--- src/rtl/muldiv_pkg.sv ---
// Shared constants, state encoding and fast-path helper for the RV32M multiply/divide unit.
package muldiv_pkg;

  localparam int XLEN  = 32;
  localparam int CNT_W = 5;

  localparam logic [2:0] OP_MUL    = 3'b000;
  localparam logic [2:0] OP_MULH   = 3'b001;
  localparam logic [2:0] OP_MULHSU = 3'b010;
  localparam logic [2:0] OP_MULHU  = 3'b011;
  localparam logic [2:0] OP_DIV    = 3'b100;
  localparam logic [2:0] OP_DIVU   = 3'b101;
  localparam logic [2:0] OP_REM    = 3'b110;
  localparam logic [2:0] OP_REMU   = 3'b111;

  localparam logic [XLEN-1:0] DIV_ZERO_Q = 32'hFFFF_FFFF;
  localparam logic [XLEN-1:0] INT_MIN    = 32'h8000_0000;

  typedef enum logic [1:0] {
    IDLE = 2'd0,
    CALC = 2'd1,
    FIX  = 2'd2,
    DONE = 2'd3
  } state_e;

  // Divide-by-zero and signed overflow bypass the iterative datapath entirely.
  function automatic logic fast_path(input logic [2:0] f, input logic [XLEN-1:0] a,
                                     input logic [XLEN-1:0] b);
    logic div_zero;
    logic div_ovf;
    div_zero = (b == '0);
    div_ovf  = !f[0] && (a == INT_MIN) && (b == DIV_ZERO_Q);
    return f[2] && (div_zero || div_ovf);
  endfunction

endpackage

--- src/rtl/muldiv_if.sv ---
// Bundle between the decode/register-file side (master) and the multiply/divide unit (slave).
interface muldiv_if;
  import muldiv_pkg::*;

  // start is a request taken only while busy is low; there is no ready back-pressure,
  // so a start seen while busy is dropped. result_valid is a single-cycle write strobe
  // with result/rd_out valid alongside it; the consumer cannot stall it.
  logic            start;
  logic            flush;
  logic [2:0]      funct3;
  logic [XLEN-1:0] op_a;
  logic [XLEN-1:0] op_b;
  logic [4:0]      rd_in;
  logic            busy;
  logic            result_valid;
  logic [XLEN-1:0] result;
  logic [4:0]      rd_out;
  state_e          dbg_state;

  modport master (
    output start, flush, funct3, op_a, op_b, rd_in,
    input  busy, result_valid, result, rd_out, dbg_state
  );

  modport slave (
    input  start, flush, funct3, op_a, op_b, rd_in,
    output busy, result_valid, result, rd_out, dbg_state
  );

endinterface

--- src/rtl/muldiv_unit.sv ---
// Iterative RV32M multiply/divide unit: 32-step shift-add multiply and restoring divide on
// operand magnitudes, followed by a one-cycle sign fix-up.
module muldiv_unit
  import muldiv_pkg::*;
(
  input  logic     clk,
  input  logic     reset,
  muldiv_if.slave  bus
);

  state_e            state_q;
  logic [CNT_W-1:0]  cnt_q;
  logic [2:0]        op_q;
  logic [4:0]        rd_q;
  logic              sign_a_q;
  logic              sign_b_q;
  logic [XLEN-1:0]   mag_a_q;
  logic [XLEN-1:0]   mag_b_q;
  logic [2*XLEN-1:0] prod_q;
  logic [XLEN:0]     rem_q;
  logic [XLEN-1:0]   quo_q;
  logic [XLEN-1:0]   result_q;
  logic [4:0]        rd_out_q;
  logic              valid_q;

  logic              a_signed;
  logic              b_signed;
  logic              in_sign_a;
  logic              in_sign_b;
  logic [XLEN-1:0]   in_mag_a;
  logic [XLEN-1:0]   in_mag_b;
  logic [XLEN-1:0]   fast_res;
  logic [XLEN:0]     mul_sum;
  logic [2*XLEN-1:0] prod_d;
  logic [XLEN:0]     rem_shift;
  logic [XLEN:0]     div_trial;
  logic [XLEN:0]     rem_d;
  logic [XLEN-1:0]   quo_d;
  logic [2*XLEN-1:0] prod_fix;
  logic [XLEN-1:0]   quo_fix;
  logic [XLEN-1:0]   rem_fix;
  logic [XLEN-1:0]   fix_res;
  logic              unused_rem_top;

  always_comb begin
    a_signed = 1'b0;
    b_signed = 1'b0;
    case (bus.funct3)
      OP_MUL, OP_MULH, OP_DIV, OP_REM: begin
        a_signed = 1'b1;
        b_signed = 1'b1;
      end
      OP_MULHSU: a_signed = 1'b1;
      default: ;
    endcase
    in_sign_a = a_signed & bus.op_a[XLEN-1];
    in_sign_b = b_signed & bus.op_b[XLEN-1];
    in_mag_a  = in_sign_a ? -bus.op_a : bus.op_a;
    in_mag_b  = in_sign_b ? -bus.op_b : bus.op_b;
    if (bus.op_b == '0) fast_res = bus.funct3[1] ? bus.op_a : DIV_ZERO_Q;
    else                fast_res = bus.funct3[1] ? '0 : INT_MIN;
  end

  always_comb begin
    // Multiply: add multiplicand into the high half when the low bit is set, then shift right.
    mul_sum   = {1'b0, prod_q[2*XLEN-1:XLEN]} + {1'b0, (prod_q[0] ? mag_a_q : '0)};
    prod_d    = {mul_sum, prod_q[XLEN-1:1]};
    rem_shift = {rem_q[XLEN-1:0], quo_q[XLEN-1]};
    div_trial = rem_shift - {1'b0, mag_b_q};
    if (div_trial[XLEN]) begin
      rem_d = rem_shift;
      quo_d = {quo_q[XLEN-2:0], 1'b0};
    end else begin
      rem_d = div_trial;
      quo_d = {quo_q[XLEN-2:0], 1'b1};
    end
  end

  // Bit 32 only carries the borrow during a step; a stored remainder is always below the divisor.
  assign unused_rem_top = rem_q[XLEN];

  always_comb begin
    prod_fix = (sign_a_q ^ sign_b_q) ? -prod_q : prod_q;
    quo_fix  = (sign_a_q ^ sign_b_q) ? -quo_q : quo_q;
    rem_fix  = sign_a_q ? -rem_q[XLEN-1:0] : rem_q[XLEN-1:0];
    case (op_q)
      OP_MUL:                      fix_res = prod_fix[XLEN-1:0];
      OP_MULH, OP_MULHSU, OP_MULHU: fix_res = prod_fix[2*XLEN-1:XLEN];
      OP_DIV, OP_DIVU:             fix_res = quo_fix;
      default:                     fix_res = rem_fix;
    endcase
  end

  always_ff @(posedge clk) begin
    if (reset) begin
      state_q  <= IDLE;
      cnt_q    <= '0;
      op_q     <= '0;
      rd_q     <= '0;
      sign_a_q <= 1'b0;
      sign_b_q <= 1'b0;
      mag_a_q  <= '0;
      mag_b_q  <= '0;
      prod_q   <= '0;
      rem_q    <= '0;
      quo_q    <= '0;
      result_q <= '0;
      rd_out_q <= '0;
      valid_q  <= 1'b0;
    end else if (bus.flush) begin
      state_q <= IDLE;
      cnt_q   <= '0;
      valid_q <= 1'b0;
    end else begin
      case (state_q)
        IDLE: begin
          valid_q <= 1'b0;
          if (bus.start) begin
            op_q     <= bus.funct3;
            rd_q     <= bus.rd_in;
            sign_a_q <= in_sign_a;
            sign_b_q <= in_sign_b;
            mag_a_q  <= in_mag_a;
            mag_b_q  <= in_mag_b;
            prod_q   <= {{XLEN{1'b0}}, in_mag_b};
            rem_q    <= '0;
            quo_q    <= in_mag_a;
            cnt_q    <= '0;
            if (fast_path(bus.funct3, bus.op_a, bus.op_b)) begin
              result_q <= fast_res;
              rd_out_q <= bus.rd_in;
              valid_q  <= 1'b1;
              state_q  <= DONE;
            end else begin
              state_q <= CALC;
            end
          end
        end
        CALC: begin
          cnt_q <= cnt_q + CNT_W'(1);
          if (op_q[2]) begin
            rem_q <= rem_d;
            quo_q <= quo_d;
          end else begin
            prod_q <= prod_d;
          end
          if (cnt_q == CNT_W'(XLEN - 1)) state_q <= FIX;
        end
        FIX: begin
          result_q <= fix_res;
          rd_out_q <= rd_q;
          valid_q  <= 1'b1;
          state_q  <= DONE;
        end
        DONE: begin
          valid_q <= 1'b0;
          state_q <= IDLE;
        end
        default: state_q <= IDLE;
      endcase
    end
  end

  assign bus.busy         = (state_q != IDLE);
  // A flush arriving in DONE must still cancel the register-file write.
  assign bus.result_valid = valid_q & ~bus.flush;
  assign bus.result       = result_q;
  assign bus.rd_out       = rd_out_q;
  assign bus.dbg_state    = state_q;

endmodule

--- src/flat_wrapper.sv ---
// flat-port wrapper written by rule: the top's interface ports become plain ports
module muldiv_unit_flat import muldiv_pkg::*;
  (clk, reset, bus_start, bus_flush, bus_funct3, bus_op_a, bus_op_b, bus_rd_in, bus_busy, bus_result_valid, bus_result, bus_rd_out, bus_dbg_state);
  muldiv_if bus_i ();
  input  logic clk;
  input  logic reset;
  input wire logic [$bits(bus_i.start)-1:0] bus_start;
  input wire logic [$bits(bus_i.flush)-1:0] bus_flush;
  input wire logic [$bits(bus_i.funct3)-1:0] bus_funct3;
  input wire logic [$bits(bus_i.op_a)-1:0] bus_op_a;
  input wire logic [$bits(bus_i.op_b)-1:0] bus_op_b;
  input wire logic [$bits(bus_i.rd_in)-1:0] bus_rd_in;
  output wire logic [$bits(bus_i.busy)-1:0] bus_busy;
  output wire logic [$bits(bus_i.result_valid)-1:0] bus_result_valid;
  output wire logic [$bits(bus_i.result)-1:0] bus_result;
  output wire logic [$bits(bus_i.rd_out)-1:0] bus_rd_out;
  output wire logic [$bits(bus_i.dbg_state)-1:0] bus_dbg_state;
  assign bus_i.start = bus_start;
  assign bus_i.flush = bus_flush;
  assign bus_i.funct3 = bus_funct3;
  assign bus_i.op_a = bus_op_a;
  assign bus_i.op_b = bus_op_b;
  assign bus_i.rd_in = bus_rd_in;
  assign bus_busy = bus_i.busy;
  assign bus_result_valid = bus_i.result_valid;
  assign bus_result = bus_i.result;
  assign bus_rd_out = bus_i.rd_out;
  assign bus_dbg_state = bus_i.dbg_state;
  muldiv_unit u_core (.clk(clk), .reset(reset), .bus(bus_i));
endmodule
--- config.mk ---
export PLATFORM = sky130hd
export DESIGN_NAME = muldiv_unit_flat
export DESIGN_NICKNAME = d
export VERILOG_FILES = /design/src/rtl/muldiv_pkg.sv /design/src/rtl/muldiv_if.sv /design/src/rtl/muldiv_unit.sv /design/src/flat_wrapper.sv
export SDC_FILE = /design/constraint.sdc
export NUM_CORES = 1
export LEC_CHECK = 0
export BUFFER_PORTS_ARGS = -buffer_cell sky130_fd_sc_hd__buf_2
export CORE_UTILIZATION = 56
export CTS_CLUSTER_SIZE = 20
export DETAILED_ROUTE_END_ITERATION = 8
export PLACE_DENSITY = 0.86
export SLEW_MARGIN = 10
export SYNTH_ARGS = -nofsm -noshare
export SYNTH_HDL_FRONTEND = slang
export SYNTH_SLANG_ARGS = --single-unit
--- constraint.sdc ---
create_clock -name clk -period 3.7 [get_ports clk]
set_clock_uncertainty 0.15 [all_clocks]
set_input_delay 0.74 -clock clk [delete_from_list [all_inputs] [get_ports clk]]
set_output_delay 0.74 -clock clk [all_outputs]
set_load 0.005 [all_outputs]
After elaboration in Yosys (flattened, before gate mapping)
Cells that the tools add are included.
{"block": "op_classes", "add_sub_neg": 8, "mul": 0, "n_div": 0, "order_cmp": 0, "eq_ne": 20, "shift": 0, "mux": 38, "bitwise": 5, "n_reduce_logical": 24}
{"cell": "32-bit two-way mux", "n": 15}
{"cell": "64-bit two-way mux", "n": 3}
{"cell": "32-bit case mux with 2 select lines", "n": 3}
{"cell": "32-bit negation", "n": 4}
{"cell": "64-bit case mux with 2 select lines", "n": 1}
{"cell": "32-bit case mux with 3 select lines", "n": 1}
{"cell": "32-bit == test, second input constant", "n": 2}
{"cell": "64-bit negation", "n": 1}
{"cell": "32-bit by 32-bit adder with 33-bit output", "n": 1}
{"cell": "33-bit by 32-bit subtractor with 33-bit output", "n": 1}
{"cell": "32-bit zero test", "n": 1}
{"cell": "5-bit case mux with 2 select lines", "n": 2}
{"cell": "5-bit two-way mux", "n": 3}
{"cell": "3-bit == test, second input constant", "n": 4}
{"cell": "4-bit AND reduction", "n": 3}
{"cell": "3-bit by 2-bit == test with 1-bit output, second input constant", "n": 3}
{"cell": "2-bit case mux with 4 select lines", "n": 1}
{"cell": "3-bit by 1-bit == test with 1-bit output, second input constant", "n": 2}
{"cell": "3-bit zero test", "n": 2}
{"cell": "2-bit two-way mux", "n": 3}
{"cell": "2-bit by 1-bit != test with 1-bit output, second input constant", "n": 3}
{"cell": "2-bit nonzero test", "n": 3}
{"cell": "5-bit by 1-bit adder with 5-bit output, second input constant", "n": 1}
{"cell": "5-bit == test, second input constant", "n": 1}
{"cell": "19 further kinds", "n": 31}
{"block": "totals", "register_bits": 247, "latch_bits": 0, "mem_bits_rw": 0, "rom_bits": 0, "output_inout_bits": 41, "wordCells": 109, "mem_count": 0}

Longest topological paths before layout
{"block": "logic_depth", "depth_word": 8, "ltp_mapped": 16, "depth_no_buf": 14}

Worst setup path after synthesis
No wires, ideal clock.
{"block": "synth_path", "kind": "register to register", "from": "register u_core.prod_q[0]", "to": "register u_core.prod_q[63]", "setup_time_ps": 78, "t_arrival_ps": 3397, "required_time_ps": 3472, "setup_slack_ps": 75, "stages_incl_launch_ff": 17, "path_buffers": 2, "synth_period_minus_slack_ps": 3625, "cell_sequence": "dfxtp_1 -> clkbuf_1 -> clkbuf_1 -> and2_1 -> ha_1 -> inv_1 -> fa_1 -> nand2b_1 -> a21boi_0 -> a311o_1 -> a31o_2 -> a21o_1 -> a21oi_1 -> o41ai_1 -> a21oi_1 -> o311a_1 -> nor3_1"}
{"block": "synth_between", "elab_chain_cells": 4}
{"element": "start: declaration", "line_no": "muldiv_unit.sv:19", "source": "logic [2*XLEN-1:0] prod_q;"}
{"element": "start signal: assignment", "line_no": "muldiv_unit.sv:125", "source": "prod_q <= {{XLEN{1'b0}}, in_mag_b};"}
{"element": "start signal: assignment", "line_no": "muldiv_unit.sv:145", "source": "prod_q <= prod_d;"}
{"element": "32-bit two-way mux", "line_no": "muldiv_unit.sv:66", "source": "mul_sum = {1'b0, prod_q[2*XLEN-1:XLEN]} + {1'b0, (prod_q[0] ? mag_a_q : '0)};"}
{"element": "32-bit by 32-bit adder with 33-bit output", "line_no": "muldiv_unit.sv:66"}
{"element": "64-bit two-way mux", "line_no": "muldiv_unit.sv:141", "source": "if (op_q[2]) begin"}
{"element": "64-bit case mux with 2 select lines", "line_no": "muldiv_unit.sv:115", "source": "case (state_q)"}
Every way passes these cells. The select of a mux whose other input is x is not followed.
A chain may end at the register's enable or synchronous reset.

Worst setup path in the final report
{"block": "layout_path", "from": "register u_core.quo_q[31]", "to": "register u_core.rem_q[17]"}
{"block": "layout_between", "elab_chain_cells": 4}
{"element": "start: declaration", "line_no": "muldiv_unit.sv:21", "source": "logic [XLEN-1:0] quo_q;"}
{"element": "start signal: assignment", "line_no": "muldiv_unit.sv:127", "source": "quo_q <= in_mag_a;"}
{"element": "start signal: assignment", "line_no": "muldiv_unit.sv:143", "source": "quo_q <= quo_d;"}
{"element": "33-bit by 32-bit subtractor with 33-bit output", "line_no": "muldiv_unit.sv:69", "source": "div_trial = rem_shift - {1'b0, mag_b_q};"}
{"element": "32-bit two-way mux", "line_no": "muldiv_unit.sv:70", "source": "if (div_trial[XLEN]) begin"}
{"element": "32-bit two-way mux", "line_no": "muldiv_unit.sv:141"}
{"element": "32-bit case mux with 2 select lines", "line_no": "muldiv_unit.sv:115"}
{"element": "end signal: assignment", "line_no": "muldiv_unit.sv:142", "source": "rem_q <= rem_d;"}
{"element": "end: declaration", "line_no": "muldiv_unit.sv:20", "source": "logic [XLEN:0] rem_q;"}
Every way passes these cells. The select of a mux whose other input is x is not followed.

==> results.cfg <==
[placed_design]
placed_area_sq_um = 20200
post-place-ws_ns = 0.0742
port-buffer-count = 116
detailed_place_hpwl_microns = 54800
place_inst = 3081
place_congestion = 1.08

[synthesis]
synth_edf_count = 0
netlist_top_cells_area = dfxtp_1 27%, a21oi_1 6.8%, nand2_1 6.8%, xnor2_1 5.6%, nor2_1 5.3%
syn_avg_cell_area_sq_um = 7.24
yosysTopAreaCell = dfxtp_1
synth-seq-cells = 247
synth-main-ff-cell = dfxtp_1
yosysSeqAreaShare = 0.269
syn-cell-area_sq_um = 18400
async_reset_ff_frac = 0
synthCells = 2536
synth_top_area_frac = 0.269
ys_warn_count = 0
yosysUniqueCellTypes = 82
synth_nets = 2690

[sta]
layout_setup_ws_ns = 0.127
tns_ns = 0
hold_viol = 0
rsz0062_at_grt = false
fmax_mhz = 280
relSlewSlack = 0.205
finalCriticalPeriod_ns = 3.57
whs_ns = 0.282
drv_slew = 0
setup_violations = 0
worst_pin_slew_ns = 1.19
period_share = 0.966

[die]
coreArea_sq_um = 31900
rows = 65
io_pins = 117
die_h_microns = 183
start_util = 0.576
die-area_sq_um = 33500
die_w_microns = 183

[worst_setup_path]
crit_path_end_kind = flip-flop
worst_r2r_startpoint = u_core.quo_q[31]$_SDFFE_PP0P_
cp.arrival_ns = 3.85
cp_slowest_cell = fa_2
crit_path_start = u_core.quo_q[31]$_SDFFE_PP0P_
worstPathRequired_ns = 3.97
worstSetupPathType = reg2reg
reg2reg_to = u_core.rem_q[17]$_SDFFE_PP0P_
crit_end = u_core.rem_q[17]$_SDFFE_PP0P_
critical_path.cell_chain = inv_1 > ha_1 > fa_2 > nand2b_4 > a21oi_2 > a211oi_2 > a2111oi_1 > buf_4 > o21bai_1 > a31oi_2 > xnor2_4 > clkbuf_16 > buf_4 > a21oi_1 > o21ai_0
critPathLaunchType = flip-flop
path_max_fanout = 15
max_stage_delay_ns = 0.36
rrSetupSlack_ns = 0.13
rr_worst_depth = 15
timing.critical_path.mode_cell = buf_4

[layout]
area_delta_synth_final_pct = 16.3
drive_gt1_frac = 0.139
final_util = 0.670
nets = 2840
fin_cells = 3142
finish.instance_area_sq_um = 21400

[power_and_ir_drop]
vdd_drop_max_mv = 0.385
pwr-share-seq = 0.366
swShare = 0.340
p_leak_nw = 8.68
combPwrFrac = 0.259
total_power_mw = 8.01
powerDensity_nw_per_um2 = 375
power.share.clock = 0.375
switchingPower_mw = 2.72
internal_power_mw = 5.29

[cts]
cts-root-buf = clkbuf_16
clock_latency_ns = 0.58
clk_path_buf_depth = 3
cts_max_level = 1
cts_tree = done
path_clk_slew_ns = 0.06
ctsHoldBuffers = 0
numClockSinks = 247
cts_made_buffers = 29

[min_path]
hold_class = in2reg
min-delay-start = bus_rd_in[4]

[detailed_routing]
first_pass_iters = 6
wl_microns = 72800
vias = 20250
wl_per_cell_microns = 23.2
drcViolationCount = 0
viasPerCell = 6.44
drt_first_iter_violations = 2318
drtAntennaViolNets = 0

[global_routing]
grt_first_pass_wirelength_microns = 110000
antenna_found_initial = 4
grt_overflow = 0
grt_pass1_vias = 18912
grt_max_degree = 87
track_usage = 0.422

[status]
status = finished clean

[job]
cap_viol_max_count = 0
[how the worst min path moves through the flow]
stage,end,depth (start not counted)
detailed placement,u_core.rd_q[4]$_SDFFE_PP0P_,2
finish,u_core.rd_q[4]$_SDFFE_PP0P_,3
floorplan,u_core.mag_a_q[0]$_SDFFE_PP0P_,2
CTS,u_core.rd_q[3]$_SDFFE_PP0P_,3
global route,u_core.rd_q[1]$_SDFFE_PP0P_,3
global placement,u_core.mag_a_q[31]$_SDFFE_PP0P_,2
[metal layers]
| metal | routed length, microns | GRT usage | up-vias |
|---|---|---|---|
| met5 | 27 | 0 | - |
| met4 | 5480 | 0.273 | 4 |
| met3 | 6790 | 0.0653 | 254 |
| met2 | 31800 | 0.659 | 1197 |
| met1 | 28600 | 0.541 | 9443 |
| li1 | - | - | 9352 |
[power groups by stage]
| stage | clock network, mW | registers, mW | logic [mW] |
|---|---|---|---|
| finish | 3.00 | 2.93 | 2.08 |
| detailed placement | 0 | 2.98 | 1.98 |
| global route | 3.10 | 2.94 | 2.21 |
| floorplan | 0 | 2.92 | 1.27 |
| global placement | 0 | 2.97 | 1.96 |
| CTS | 3.01 | 2.92 | 1.99 |
[state kept, by name (all words and copies together), names as in the netlist]
register              cells
u_core.valid_q            1
u_core.cnt_q              5
u_core.bus.dbg_state      2
u_core.mag_a_q           32
u_core.sign_a_q           1
u_core.quo_q             32
u_core.bus.rd_out         5
u_core.sign_b_q           1
u_core.mag_b_q           32
u_core.rd_q               5
u_core.op_q               3
u_core.prod_q            64
u_core.rem_q             32
u_core.bus.result        32
[cells in the mapped netlist, drive strengths merged (20+ instances only)]
cell type,n
nor3,70
inv,91
nand2b,21
nor2,261
mux2i,25
a21oi,250
and2,49
xnor2,118
ha,76
nand3,28
nand2,331
a211oi,87
nand4,20
buf,22
o22ai,21
dfxtp,247
nor4,37
a21o,29
o31ai,28
clkbuf,145
a31oi,28
a22oi,22
xor2,106
o21ai,186
[cell usage in the layout (no fill, tap or decap), types with 15 or more instances in the layout]
cell	count
nand2_1	331
nor2_1	258
dfxtp_1	247
a21oi_1	246
o21ai_0	179
buf_4	160
xnor2_1	116
buf_2	115
xor2_1	105
inv_1	91
a211oi_1	86
ha_1	75
nor3_1	68
and2_1	46
nor4_1	34
clkbuf_16	31
a21o_1	29
o31ai_1	28
nand3_1	28
a31oi_1	26
mux2i_1	25
a22oi_1	22
nand2b_1	20
nand4_1	20
o22ai_1	20
or4_1	17
o221ai_1	15
o211ai_1	15
[what timing repair did]
| item | CTS | global route |
|---|---|---|
| setup endpoints to repair | 0 | 38 |
| setup buffers | 0 | 7 |
| gates resized for setup | 0 | 17 |
| endpoints found under the hold margin | 0 | 0 |
[kinds of logic after synthesis]
group                      share of synthesized area
adders and majority gates                     0.0540
muxes                                         0.0161
xor gates and xnor gates                       0.107
DFF                                            0.269
and+or+nand+nor                                0.232
buffers and inverters                         0.0538
AOI/OAI and AO/OA                              0.268
[worst max-delay path, delay by kind of cell (launching register included)]
family | cells | cell delay (ns)
AO/OA/AOI/OAI | 7 | 1.39
buffers and inverters | 4 | 0.62
AND/OR/NAND/NOR | 1 | 0.16
XOR/XNOR | 1 | 0.20
adder cells (fa/ha/maj) | 2 | 0.59
flip-flops | 1 | 0.33
[area by class of cell]
class | count | area [sq um]
diodes | 1 | 2.50
clock buffers | 36 | 782
clock inverters | 15 | 191
fillers | 2720 | 10500
inverters | 91 | 342
multi-input cells | 2031 | 12600
flip-flops and latches | 247 | 4940
well taps | 435 | 544
repair buffers | 286 | 1990
Note: power is estimated with default switching activity, not from simulation.
